## config.mk

```make
export PLATFORM = sky130hd
export DESIGN_NAME = sm_integrator_5bit
export DESIGN_NICKNAME = d
export VERILOG_FILES = /design/src/rtl/sm_integrator_5bit.sv
export SDC_FILE = /design/constraint.sdc
export NUM_CORES = 1
export LEC_CHECK = 0
export ABC_CLOCK_PERIOD_IN_PS = 10100
export BUFFER_PORTS_ARGS = -buffer_cell sky130_fd_sc_hd__clkbuf_2
export CAP_MARGIN = 20
export CORE_ASPECT_RATIO = 1.2
export CORE_UTILIZATION = 36
export CTS_CLUSTER_DIAMETER = 30
export DETAILED_ROUTE_END_ITERATION = 10
export PLACE_DENSITY = 0.59
export SKIP_CTS_REPAIR_TIMING = 1
export SYNTH_ARGS = -nofsm -noshare
export SYNTH_HDL_FRONTEND = slang
export SYNTH_SLANG_ARGS = --single-unit
export TNS_END_PERCENT = 10
```

## constraint.sdc

```tcl
create_clock -name clk -period 10.1 [get_ports clk]
set_clock_uncertainty 0.2 [all_clocks]
set_input_delay 2.02 -clock clk [delete_from_list [all_inputs] [get_ports clk]]
set_output_delay 2.02 -clock clk [all_outputs]
set_load 0.1 [all_outputs]
```

## src/rtl/sm_integrator_5bit.sv

```systemverilog
// Integrate-and-dump of 5-bit sign-magnitude samples, saturating to +/-31.
// Define SM_INTEG_STICKY_EN to make sat_out sticky until clear/reset.
module sm_integrator_5bit #(
  parameter int DUMP_LEN = 8
) (
  input  logic       clk,
  input  logic       rst_n,
  input  logic       en,
  input  logic       clear,
  input  logic       in_valid,
  output logic       in_ready,
  input  logic       sign_in,
  input  logic [4:0] mag_in,
  output logic       out_valid,
  output logic       sign_out,
  output logic [4:0] mag_out,
  output logic       sat_out
);

  typedef enum logic [1:0] {
    IDLE,
    ACCUM,
    DUMP
  } state_t;

  localparam logic [5:0] LAST = 6'(DUMP_LEN - 1);

  state_t            state_q, state_d;
  logic signed [6:0] acc_q;
  logic [5:0]        cnt_q;
  logic              wsat_q;

  logic [6:0]        mag_ext;
  logic signed [6:0] smp;
  logic signed [7:0] sum;
  logic signed [6:0] res;
  logic              step_sat;
  logic              res_neg;
  logic [4:0]        res_mag;
  logic              accept;
  logic              last;

  assign mag_ext = {2'b00, mag_in};
  assign smp     = sign_in ? $signed(-mag_ext) : $signed(mag_ext);
  assign sum     = {acc_q[6], acc_q} + {smp[6], smp};

  always_comb begin
    res      = sum[6:0];
    step_sat = 1'b0;
    unique case (1'b1)
      (sum > 8'sd31): begin
        res      = 7'sd31;
        step_sat = 1'b1;
      end
      (sum < -8'sd31): begin
        res      = -7'sd31;
        step_sat = 1'b1;
      end
      default: ;
    endcase
  end

  // -0 collapses to +0 here because res is two's complement
  assign res_neg = res[6];
  assign res_mag = res_neg ? 5'(-res) : res[4:0];

  assign in_ready  = (state_q == ACCUM) && en;
  assign out_valid = (state_q == DUMP);
  assign accept    = in_ready && in_valid && !clear;
  assign last      = (cnt_q == LAST);

  always_ff @(posedge clk or negedge rst_n) begin
    if (!rst_n) state_q <= IDLE;
    else        state_q <= state_d;
  end

  always_comb begin
    state_d = state_q;
    if (clear) begin
      state_d = IDLE;
    end else begin
      unique case (state_q)
        IDLE:    if (en) state_d = ACCUM;
        ACCUM: begin
          if (!en)                state_d = IDLE;
          else if (accept && last) state_d = DUMP;
        end
        DUMP:    state_d = en ? ACCUM : IDLE;
        default: state_d = IDLE;
      endcase
    end
  end

  always_ff @(posedge clk or negedge rst_n) begin
    if (!rst_n) begin
      acc_q    <= '0;
      cnt_q    <= '0;
      wsat_q   <= 1'b0;
      sign_out <= 1'b0;
      mag_out  <= '0;
      sat_out  <= 1'b0;
    end else if (clear) begin
      acc_q    <= '0;
      cnt_q    <= '0;
      wsat_q   <= 1'b0;
      sign_out <= 1'b0;
      mag_out  <= '0;
      sat_out  <= 1'b0;
    end else if (!in_ready) begin
      acc_q  <= '0;
      cnt_q  <= '0;
      wsat_q <= 1'b0;
    end else if (accept) begin
      if (last) begin
        acc_q    <= '0;
        cnt_q    <= '0;
        wsat_q   <= 1'b0;
        sign_out <= res_neg;
        mag_out  <= res_mag;
`ifdef SM_INTEG_STICKY_EN
        sat_out  <= sat_out | wsat_q | step_sat;
`else
        sat_out  <= wsat_q | step_sat;
`endif
      end else begin
        acc_q  <= res;
        cnt_q  <= cnt_q + 6'd1;
        wsat_q <= wsat_q | step_sat;
      end
    end
  end

endmodule

```

Word-level counts from Yosys, hierarchy flattened:

Cells that the tools add are included.
W data, S select, Z words.

* latch bits: 0
* memories: 0
* bits in registers: 23
* word-level logic and storage cells: 66
* memory bits (writable): 0
* output and inout port bits: 9
* input port bits: 11
* memory bits (read-only): 0

* div/mod/pow operators: 0
* order comparisons: 2
* $mul: 0
* reductions and logical operators: 12
* eq/ne operators: 6
* mux-type cells: 34
* $add $sub $neg: 4
* shifts and indexed selects: 0
* bitwise logic cells: 1

Operators by type and width (number)
* $mux W7: 5
* $mux W5: 5
* $mux W6: 4
* $mux W1: 14
* $pmux W7 S2: 1
* $add A7 B7 Y8: 1
* $gt A8 B6 Y1 const B: 1
* $lt A8 B6 Y1 const B: 1
* $mux W2: 4
* $neg A5 Y7: 1
* $add A6 B1 Y6 const B: 1
* $eq A6 B3 Y1 const B: 1
* $pmux W2 S3: 1
* $reduce_bool A2 Y1: 3
* $neg A5 Y5: 1
* $logic_and A1 B1 Y1: 4
* $ne A4 B3 Y1 const B: 1
* $ne A3 B2 Y1 const B: 1
* $ne A3 B3 Y1 const B: 1
* $reduce_and A3 Y1: 1
* $eq A2 B1 Y1 const B: 1
* $eq A2 B2 Y1 const B: 1
* $logic_not A2 Y1: 1
* $reduce_and A2 Y1: 1
* 3 further kinds: 3

Longest topological paths before layout:

Gate-level depths: netlist of run 1.

* depth after elaboration: 11
* mapped depth: 17
* gate-level depth less buffers: 17

Worst setup path before layout of run 1:

No wires, ideal clock.

* kind: input port to flip-flop
* start point: in mag_in[1]
* end point: reg mag_out[4]
* stages on the path: 17
* data arrival time: 4.873 ns
* path slack: 4.905 ns
* path buffers: 0
* required time: 9.777 ns
* setup time: 0.123 ns
* cells stage by stage: inv_1 > ha_1 > nand2_1 > o21ai_0 > inv_1 > fa_1 > nand2b_1 > a21oi_2 > o21ai_2 > a211oi_4 > a31oi_2 > nor3b_2 > ha_1 > nor2_1 > a31oi_1 > o211ai_1 > a32o_1

* cells in the longest elaborated chain, start to end: 11

Ends and longest elaborated chain
* start: declaration: line 13 `input logic [4:0] mag_in,`
* $neg A5 Y7: line 44 `assign smp = sign_in ? $signed(-mag_ext) : $signed(mag_ext);`
* $mux W7 *: line 44
* $add A7 B7 Y8 *: line 45 `assign sum = {acc_q[6], acc_q} + {smp[6], smp};`
* $lt A8 B6 Y1 / $gt A8 B6 Y1 (equally long branches): line 55, 51
* $pmux W7 S2 *: line 50 `unique case (1'b1)`
* $neg A5 Y5: line 65 `assign res_mag = res_neg ? 5'(-res) : res[4:0];`
* $mux W5 *: line 65
* $mux W5 *: line 114 `if (last) begin`
* $mux W5 *: line 113 `end else if (accept) begin`
* $mux W5 *: line 109 `end else if (!in_ready) begin`
* $mux W5 *: line 102 `end else if (clear) begin`
* end signal: assignment: line 119 `mag_out <= res_mag;`
* end: declaration: line 16 `output logic [4:0] mag_out,`

Mark *: on every way between the ends. The rest lies on a longest branch, timed or not. The select of a mux whose other input is x is not followed.
A chain may end at the register's enable or synchronous reset.

Worst setup path in the final report of run 1:

* start point: in mag_in[0]
* end point: reg mag_out[4]

The elaborated chain is that of the path after synthesis.

==> flow_metrics.env, run 1 <==
export IMPL_std_cell_rows=26
export IMPL_syn_area_mm2=0.00169
export IMPL_p_leak_uw=0.000892
export IMPL_multi_input_area_mm2=0.00105
export IMPL_crit_buf_inv=3
export IMPL_worstMarginPinSlew_ps=761
export IMPL_synth_edff_count=0
export IMPL_wl_per_cell_um=13.2
export IMPL_clock_latency_ps=260
export IMPL_start_kind="input port"
export IMPL_grt_start_max_net_pins=24
export IMPL_timing_fmax_mhz=184
export IMPL_post_route_period_util_pct=53.7
export IMPL_synth_area_per_cell_um2=9.14
export IMPL_layout_drive_gt1_share_pct=21.0
export IMPL_status="finished clean"
export IMPL_cp_data_arrival_time_ps=5370
export IMPL_worstPathMaxFanout=9
export IMPL_die_area_mm2=0.00497
export IMPL_synth_seq_cells=23
export IMPL_core_mm2=0.00439
export IMPL_min_period_ps=5420
export IMPL_gp_congestion=0.852
export IMPL_required_ps=10050
export IMPL_grtUsageTotal_pct=15.6
export IMPL_vias_per_cell=5.38
export IMPL_numCtsBuffers=3
export IMPL_powerDensity_mw_per_mm2=105
export IMPL_cts_sinks=23
export IMPL_hpwl_um=2770
export IMPL_crit_type="in2reg"
export IMPL_path_cells="clkbuf_2, inv_1, ha_1, nand2_1, o21ai_0, inv_1, fa_1, nand2b_1, a21oi_2, o21ai_2, a211oi_4, a31oi_2, nor3b_2, ha_1, nor2_1, a31oi_1, o211ai_1, a32o_1"
export IMPL_wl_um=3440
export IMPL_ios=20
export IMPL_slew_limit_headroom_pct=49.0
export IMPL_synth_cells=185
export IMPL_firstDrtPassIters=4
export IMPL_grt_ovfl_total=0
export IMPL_synth_fp_nets=208
export IMPL_synth_main_ff_cell="dfrtp_1"
export IMPL_finalSetupViolCount=0
export IMPL_drc=0
export IMPL_synth_warnings=0
export IMPL_antenna_found_initial=0
export IMPL_grt_first_pass_wirelength_um=6180
export IMPL_cap_violations=0
export IMPL_placed_area_mm2=0.00184
export IMPL_antenna_left=0
export IMPL_vdd_ir_drop_max_mv=0.0425
export IMPL_critPathSlowestCell="a211oi_4"
export IMPL_ys_seq_area_share_pct=34.0
export IMPL_drt_iter0_markers=39
export IMPL_slew_viol_final=0
export IMPL_grt_pass1_vias=1418
export IMPL_async_reset_ff_share_pct=100
export IMPL_tns_ps=0
export IMPL_path_clk_slew_ps=70
export IMPL_final_seq_area_um2=576
export IMPL_cts_root_buf="clkbuf_8"
export IMPL_path_delay_family="compound AO/OA/AOI/OAI gates"
export IMPL_min_path_type="reg2reg"
export IMPL_cts_htree_levels=1
export IMPL_end_kind="flip-flop"
export IMPL_fp_dieW_um=64.6
export IMPL_area_delta_synth_final_pct=11.4
export IMPL_slowest_delay_ps=440
export IMPL_fin_nets=229
export IMPL_cts_tree="yes"
export IMPL_worst_r2r_setup_slack_ps=6550
export IMPL_nFillCells=442
export IMPL_post_route_cell_area_mm2=0.00188
export IMPL_start_util_pct=38.5
export IMPL_clockBufferDepth=2
export IMPL_die_height_um=77.1
export IMPL_antenna_cells=0
export IMPL_hold_viol_final=0
export IMPL_rsz0062_at_grt="false"
export IMPL_portBuffers=19
export IMPL_vias=1405
export IMPL_ys_types=58
## kinds of logic (layout without fill, tap and decap cells)
logic type                 after synthesis  in the layout  share of synthesized area [%]
muxes                                    2              2                           1.26
buffers and inverters                   15             35                           3.77
DFF                                     23             23                           34.0
xor gates and xnor gates                 8              8                           4.59
and+or+nand+nor                         71             71                           21.9
AOI/OAI and AO/OA                       54             54                           25.1
adders and majority gates               12             12                           9.33
## sequential cells by signal, summed over array words and instances (netlist names)
signal / cells
sat_out: 1
state_q: 2
sign_out: 1
cnt_q: 6
mag_out: 5
acc_q: 7
wsat_q: 1
## per-stage QoR
step | utilization [%] | instances | hold WS, ps | setup WS (ps) | power, uW
after global placement | 41.8 | 257 | 261 | 4360 | 145
after CTS | 42.9 | 261 | 290 | 4660 | 201
final | 42.9 | 261 | 284 | 4680 | 198
after global routing | 42.9 | 261 | 316 | 4370 | 211
after detailed placement | 41.8 | 257 | 272 | 4390 | 144
after floorplan | - | 185 | 253 | 4900 | 132
## synthesized netlist by cell type, types with 2 or more instances
cell type | count | area, um2
a211oi_1 | 3 | 22.5
a21o_1 | 2 | 15.0
a21oi_1 | 8 | 40.0
a21oi_2 | 2 | 17.5
a22o_1 | 3 | 26.3
a31oi_1 | 4 | 25.0
and3b_1 | 2 | 17.5
clkbuf_1 | 2 | 7.51
dfrtp_1 | 23 | 576
ha_1 | 11 | 138
inv_1 | 12 | 45.0
nand2_1 | 19 | 71.3
nand2b_1 | 4 | 25.0
nand3_1 | 3 | 15.0
nand4_1 | 3 | 18.8
nor2_1 | 21 | 78.8
nor2_2 | 2 | 12.5
nor3_1 | 2 | 10.0
o21ai_0 | 8 | 40.0
o21ai_1 | 5 | 25.0
o21ai_2 | 2 | 17.5
o31ai_1 | 2 | 15.0
or3_1 | 2 | 12.5
xnor2_1 | 5 | 43.8
xor2_1 | 2 | 17.5
## path summary, 6_finish.rpt
path | from | endpoint | cells past startpoint
max in group asynchronous | rst_n | mag_out[0] | 1
min | mag_out[1] | mag_out[1] | 1
min reg2reg | mag_out[1] | mag_out[1] | 1
min in group asynchronous | rst_n | cnt_q[5] | 1
max | mag_in[0] | mag_out[4] | 18
max reg2reg | acc_q[0] | mag_out[4] | 14
## layout by cell type (no fill, tap or decap), types with 2 or more instances in the layout
master	Yosys	final
dfrtp_1	23	23
nor2_1	21	21
nand2_1	19	19
clkbuf_2	0	19
inv_1	12	12
ha_1	11	11
o21ai_0	8	8
a21oi_1	8	8
xnor2_1	5	5
o21ai_1	5	5
a31oi_1	4	4
nand2b_1	4	4
nand3_1	3	3
nand4_1	3	3
a211oi_1	3	3
a22o_1	3	3
clkbuf_8	0	3
o31ai_1	2	2
nor3_1	2	2
nor2_2	2	2
a21oi_2	2	2
o21ai_2	2	2
and3b_1	2	2
a21o_1	2	2
or3_1	2	2
xor2_1	2	2
## final cells by class
cell class                 count  share of cell area (%)
clock buffer                   3                    2.19
clock inverter                 1                   0.266
inverter                      12                    2.39
timing repair buffer          19                    5.05
sequential                    23                    30.6
tap                           56                    3.72
multi-input combinational    147                    55.8
## power breakdown
| part | leakage [uW] | switching (uW) | internal (uW) |
|---|---|---|---|
| sequential | 0.000320 | 0.602 | 92.8 |
| clock | 0.0000255 | 28.5 | 27.5 |
| combinational | 0.000547 | 30.7 | 17.9 |
| total | 0.000892 | 59.8 | 138 |
## per-layer routing
metal,up-vias,GRT usage (%),part of all wire [%]
li1,710,-,-
met1,658,18.3,44
met2,29,27.2,50
met3,8,2.08,3.2
met4,0,7.78,2.6
met5,-,0,0
No activity file was read; power rests on OpenSTA's default activity.
==> run 2, diff against run 1 <==
--- a/config.mk
+++ b/config.mk
@@ -5,14 +5,15 @@
 export SDC_FILE = /design/constraint.sdc
 export NUM_CORES = 1
 export LEC_CHECK = 0
-export ABC_CLOCK_PERIOD_IN_PS = 10100
+export ABC_AREA = 1
+export ABC_CLOCK_PERIOD_IN_PS = 4650
 export BUFFER_PORTS_ARGS = -buffer_cell sky130_fd_sc_hd__clkbuf_2
 export CAP_MARGIN = 20
 export CORE_ASPECT_RATIO = 1.2
 export CORE_UTILIZATION = 36
 export CTS_CLUSTER_DIAMETER = 30
 export DETAILED_ROUTE_END_ITERATION = 10
-export PLACE_DENSITY = 0.59
+export PLACE_DENSITY = 0.61
 export SKIP_CTS_REPAIR_TIMING = 1
 export SYNTH_ARGS = -nofsm -noshare
 export SYNTH_HDL_FRONTEND = slang
==> constraint.sdc (replaced) <==
create_clock -name clk -period 4.65 [get_ports clk]
set_clock_uncertainty 0.2 [all_clocks]
set_input_delay 0.93 -clock clk [delete_from_list [all_inputs] [get_ports clk]]
set_output_delay 0.93 -clock clk [all_outputs]
set_load 0.1 [all_outputs]
==> flow_metrics.env, run 2 <==
export IMPL_status="finished clean"
export IMPL_antenna_left=0
export IMPL_tns_ps=0
export IMPL_synth_fp_nets=264
export IMPL_fin_ws_ps=966
export IMPL_final_cell_mix="66 x nand2_1, 36 x inv_1, 23 x dfrtp_1"
export IMPL_wl_per_cell_um=11.1
export IMPL_vias=1492
export IMPL_start_kind="input port"
export IMPL_grt_ovfl_total=0
export IMPL_grt_first_pass_wirelength_um=6240
export IMPL_firstDrtPassIters=4
export IMPL_synth_cells=241
export IMPL_grt_start_max_net_pins=24
export IMPL_synth_warnings=0
export IMPL_reg_largest_list="acc_q: 7 flops, cnt_q: 6 flops, mag_out: 5 flops"
export IMPL_core_mm2=0.00463
export IMPL_whs_ps=285
export IMPL_cap_violations=0
export IMPL_synth_area_leader_cell="dfrtp_1"
export IMPL_cts_root_buf="clkbuf_8"
export IMPL_top_register="acc_q"
export IMPL_cts_sinks=23
export IMPL_area_delta_synth_final_pct=12.0
export IMPL_holdPathStages=2
export IMPL_min_path_type="reg2reg"
export IMPL_synth_common_cells="66 x nand2_1, 36 x inv_1, 23 x dfrtp_1"
export IMPL_antenna_found_initial=0
export IMPL_vdd_ir_drop_max_mv=0.150
export IMPL_slew_viol_final=0
export IMPL_synth_main_ff_cell="dfrtp_1"
export IMPL_final_core_util_pct=42.1
export IMPL_timing_fmax_mhz=271
export IMPL_clockBufferDepth=2
export IMPL_post_route_period_util_pct=79.2
export IMPL_placed_area_mm2=0.00190
export IMPL_ys_types=32
export IMPL_wl_um=3560
export IMPL_cp_data_arrival_time_ps=3690
export IMPL_fp_dieW_um=65.5
export IMPL_finalSetupViolCount=0
export IMPL_cts_htree_levels=1
export IMPL_antenna_cells=0
export IMPL_clock_latency_ps=260
export IMPL_hpwl_um=2900
export IMPL_die_height_um=78.2
export IMPL_fin_nets=287
export IMPL_async_reset_ff_share_pct=100
export IMPL_vias_per_cell=4.65
export IMPL_rsz0062_at_grt="false"
export IMPL_cts_tree="yes"
export IMPL_worstPathMaxFanout=8
export IMPL_p_leak_uw=0.00107
export IMPL_start_util_pct=37.6
export IMPL_numCtsBuffers=3
export IMPL_final_common_cell="nand2_1"
export IMPL_grtUsageTotal_pct=15.6
export IMPL_setup_worst_path_start="mag_in[0]"
export IMPL_rr_worst_depth=18
export IMPL_holdPathEnd="mag_out[3]"
export IMPL_std_cell_rows=27
export IMPL_syn_area_mm2=0.00174
export IMPL_nFillCells=494
export IMPL_yosys_area_top_type_share_pct=33.1
export IMPL_die_area_mm2=0.00512
export IMPL_worst_r2r_setup_slack_ps=1890
export IMPL_crit_type="in2reg"
export IMPL_synth_seq_cells=23
export IMPL_ios=20
export IMPL_layout_drive_gt1_share_pct=18.6
export IMPL_grt_pass1_vias=1462
export IMPL_worstMarginPinSlew_ps=578
export IMPL_largest_register_ffs=7
export IMPL_synth_area_per_cell_um2=7.22
export IMPL_min_period_ps=3680
export IMPL_synth_most_common_cell="nand2_1"
export IMPL_portBuffers=19
export IMPL_synth_edff_count=0
export IMPL_drc=0
export IMPL_powerDensity_mw_per_mm2=242
export IMPL_required_ps=4650
export IMPL_r2r_start="acc_q[0]"
export IMPL_dp_slack_ps=678
export IMPL_ys_seq_area_share_pct=33.1
export IMPL_gp_congestion=0.791
export IMPL_r2r_end="mag_out[4]"
export IMPL_synth_area_leaders="dfrtp_1 33%, nand2_1 14%, ha_1 7.9%"
export IMPL_hold_viol_final=0
export IMPL_path_clk_slew_ps=80
export IMPL_hp_start="mag_out[3]"
export IMPL_slew_limit_headroom_pct=61.5
export IMPL_drt_iter0_markers=52
export IMPL_end_kind="flip-flop"
export IMPL_post_route_cell_area_mm2=0.00195
[run 2: cell count changes after synthesis, sizes merged, moves of 3 or more]
cell	change
xnor2	-4
nand2	+53
a31oi	-3
nand3	+19
nand2b	-4
a21oi	-6
inv	+31
a211oi	-4
a22o	-3
[run 2: kinds of logic after synthesis]
group	count (synthesis)	share of synthesized area, %
compound gates	26	8.12
xor+xnor	6	3.02
fa+ha+maj	12	9.06
buf+inv	44	9.78
flops	23	33.1
simple gates	130	37.0
[run 2: metrics by stage]
step                instances  power (uW)
finish                    321         472
global route              321         504
CTS                       321         478
detailed placement        317         356
global placement          317         355
floorplan                 241         323
[run 2: report_power, final]
part	total [uW]	switching (uW)	internal, uW
registers	206	2.83	203
logic	144	95.7	48.5
clock network	122	61.1	61.1
total	472	160	313
[run 2: worst max-delay path by stage]
stage | end | slack (ps)
3_3_place_gp | mag_out[2] | 740
4_1_cts | mag_out[2] | 960
5_1_grt | mag_out[4] | 730
6_report | mag_out[2] | 970
3_5_place_dp | mag_out[4] | 680
2_1_floorplan | mag_out[2] | 1010
[run 2: layer usage]
layer | global-route usage (%) | up-vias | part of all wire [%] | wire length (um)
met4 | 5.22 | 0 | 1.1 | 40
li1 | - | 808 | - | -
met5 | 0 | - | 0 | 0
met3 | 1.31 | 4 | 1.3 | 45
met2 | 28.8 | 13 | 51 | 1830
met1 | 18.4 | 667 | 46 | 1640
[run 2: layout make-up]
| class | instances | area [um2] | area share, % |
|---|---|---|---|
| Clock buffer | 4 | 45.0 | 2.31 |
| Inverter | 43 | 166 | 8.54 |
| Multi-Input combinational cell | 174 | 995 | 51.0 |
| Sequential cell | 23 | 576 | 29.5 |
| Tap cell | 58 | 72.6 | 3.72 |
| Timing Repair Buffer | 19 | 95.1 | 4.88 |
[run 2: critical path: stages]
cell,delay (ps)
clkbuf_2,100
inv_1,60
ha_1,180
or2_2,320
nand2_1,90
xor2_1,220
ha_1,300
nand2_1,70
nand2_1,60
nand2_1,60
nand3_1,70
nor2_2,220
nor2_8,70
inv_6,110
nand2_8,70
nand2_1,120
nor2_2,60
ha_1,200
nor2_1,140
xnor2_1,130
nand2_1,60
nand2_1,50
==> run 3, diff against run 2 <==
--- a/config.mk
+++ b/config.mk
@@ -6,7 +6,7 @@
 export NUM_CORES = 1
 export LEC_CHECK = 0
 export ABC_AREA = 1
-export ABC_CLOCK_PERIOD_IN_PS = 4650
+export ABC_CLOCK_PERIOD_IN_PS = 3100
 export BUFFER_PORTS_ARGS = -buffer_cell sky130_fd_sc_hd__clkbuf_2
 export CAP_MARGIN = 20
 export CORE_ASPECT_RATIO = 1.2
==> constraint.sdc (replaced) <==
create_clock -name clk -period 3.1 [get_ports clk]
set_clock_uncertainty 0.2 [all_clocks]
set_input_delay 0.62 -clock clk [delete_from_list [all_inputs] [get_ports clk]]
set_output_delay 0.62 -clock clk [all_outputs]
set_load 0.1 [all_outputs]
==> flow_metrics.env, run 3 (synthesized netlist as in run 2, its figures left out) <==
export IMPL_top_register="acc_q"
export IMPL_grt_start_max_net_pins=24
export IMPL_required_ps=3060
export IMPL_vias=1652
export IMPL_drt_iter0_markers=68
export IMPL_antenna_cells=0
export IMPL_grt_first_pass_wirelength_um=6490
export IMPL_final_common_cell="nand2_1"
export IMPL_switching_share_pct=34.8
export IMPL_slew_limit_headroom_pct=61.3
export IMPL_final_core_util_pct=51.9
export IMPL_reg_largest_list="acc_q: 7 flops, cnt_q: 6 flops, mag_out: 5 flops"
export IMPL_slew_viol_final=0
export IMPL_worstMarginPinSlew_ps=581
export IMPL_clockBufferDepth=2
export IMPL_grt_pass1_vias=1549
export IMPL_wl_um=4040
export IMPL_drc=0
export IMPL_end_kind="flip-flop"
export IMPL_fp_dieW_um=65.5
export IMPL_cap_violations=0
export IMPL_cts_root_buf="clkbuf_8"
export IMPL_path_cells="buf_6, inv_12, ha_4, or2_4, xor2_1, ha_1, nand2_1, nor2_2, nand2_2, nand3_2, nand2_2, nand2_2, nand3_4, nand2_8, nand2_4, nor2_4, ha_4, nand3_2, nand2_1, nand2_1, nand3_1, nand2_1"
export IMPL_path_clk_slew_ps=80
export IMPL_crit_type="in2reg"
export IMPL_final_cell_mix="51 x nand2_1, 32 x inv_1, 27 x buf_4"
export IMPL_finalSetupViolCount=0
export IMPL_pwr_share_clk_pct=22.2
export IMPL_numCtsBuffers=3
export IMPL_portBuffers=19
export IMPL_clock_latency_ps=260
export IMPL_place_inst=343
export IMPL_nFillCells=444
export IMPL_min_period_ps=2980
export IMPL_std_cell_rows=27
export IMPL_post_route_cell_area_mm2=0.00240
export IMPL_path_delay_family="simple AND/OR/NAND/NOR gates"
export IMPL_antenna_left=0
export IMPL_status="finished clean"
export IMPL_p_sw_uw=294
export IMPL_ios=20
export IMPL_area_delta_synth_final_pct=38.0
export IMPL_crit_buf_inv=2
export IMPL_post_route_period_util_pct=96.3
export IMPL_hold_viol_final=0
export IMPL_die_height_um=78.2
export IMPL_gp_congestion=0.844
export IMPL_finalNonFillerCells=349
export IMPL_start_kind="input port"
export IMPL_largest_register_ffs=7
export IMPL_p_int_uw=550
export IMPL_grt_ovfl_total=0
export IMPL_fin_nets=315
export IMPL_powerDensity_mw_per_mm2=351
export IMPL_worstPathMaxFanout=4
export IMPL_firstDrtPassIters=4
export IMPL_path_common_cell="nand2_1"
export IMPL_timing_fmax_mhz=335
export IMPL_grtUsageTotal_pct=16.2
export IMPL_slowest_delay_ps=340
export IMPL_min_path_type="in2async"
export IMPL_cts_tree="yes"
export IMPL_cts_sinks=23
export IMPL_placed_area_mm2=0.00218
export IMPL_p_total_uw=843
export IMPL_p_leak_uw=0.00125
export IMPL_start_util_pct=37.6
export IMPL_hpwl_um=3050
export IMPL_wl_per_cell_um=11.6
export IMPL_p_comb_share_pct=41.2
export IMPL_antenna_found_initial=0
export IMPL_die_area_mm2=0.00512
export IMPL_layout_drive_gt1_share_pct=38.1
export IMPL_vias_per_cell=4.73
export IMPL_pwr_share_seq_pct=36.7
export IMPL_cp_data_arrival_time_ps=2950
export IMPL_vdd_ir_drop_max_mv=0.237
export IMPL_cts_htree_levels=1
export IMPL_critPathSlowestCell="ha_1"
export IMPL_core_mm2=0.00463
-- run 3: layout make-up --
class / instances / area (um2) / area share [%]
Clock buffer: 3 / 41.3 / 1.72
Clock inverter: 1 / 5.00 / 0.208
Inverter: 43 / 184 / 7.66
Multi-Input combinational cell: 174 / 1200 / 50.0
Sequential cell: 23 / 576 / 24.0
Tap cell: 58 / 72.6 / 3.02
Timing Repair Buffer: 47 / 322 / 13.4
-- run 3: layer usage --
metal	GRT usage (%)	routed length (um)
met1	20.5	1810
met2	28.7	2130
met3	1.31	48
met4	5.22	53
met5	0	0
-- run 3: power by group through the flow --
stage               Clock, uW  Combinational (uW)  Sequential [uW]
floorplan                   0                 192              314
finish                    187                 347              309
detailed placement          0                 304              315
global route              208                 380              310
global placement            0                 304              315
CTS                       196                 306              309
-- run 3: path summary, 6_finish.rpt --
| path | from | end | slack [ps] | cells after the start |
|---|---|---|---|---|
| max | mag_in[1] | mag_out[4] | 120 | 22 |
| min | rst_n | acc_q[6] | 140 | 1 |
| max reg2reg | acc_q[0] | mag_out[4] | 560 | 18 |
| min reg2reg | mag_out[2] | mag_out[2] | 290 | 2 |
| max in group asynchronous | rst_n | mag_out[2] | 2180 | 1 |
| min in group clk | mag_out[2] | mag_out[2] | 290 | 2 |
-- run 3: through the flow --
stage | TNS, ps | setup slack, ps | hold slack [ps]
after global placement | -1690 | -296 | 271
after CTS | -77.1 | -41.6 | 160
final | 0 | 116 | 135
after detailed placement | -1770 | -318 | 266
after floorplan | -86.4 | -37.3 | 124
after global routing | -79.0 | -45.8 | 171
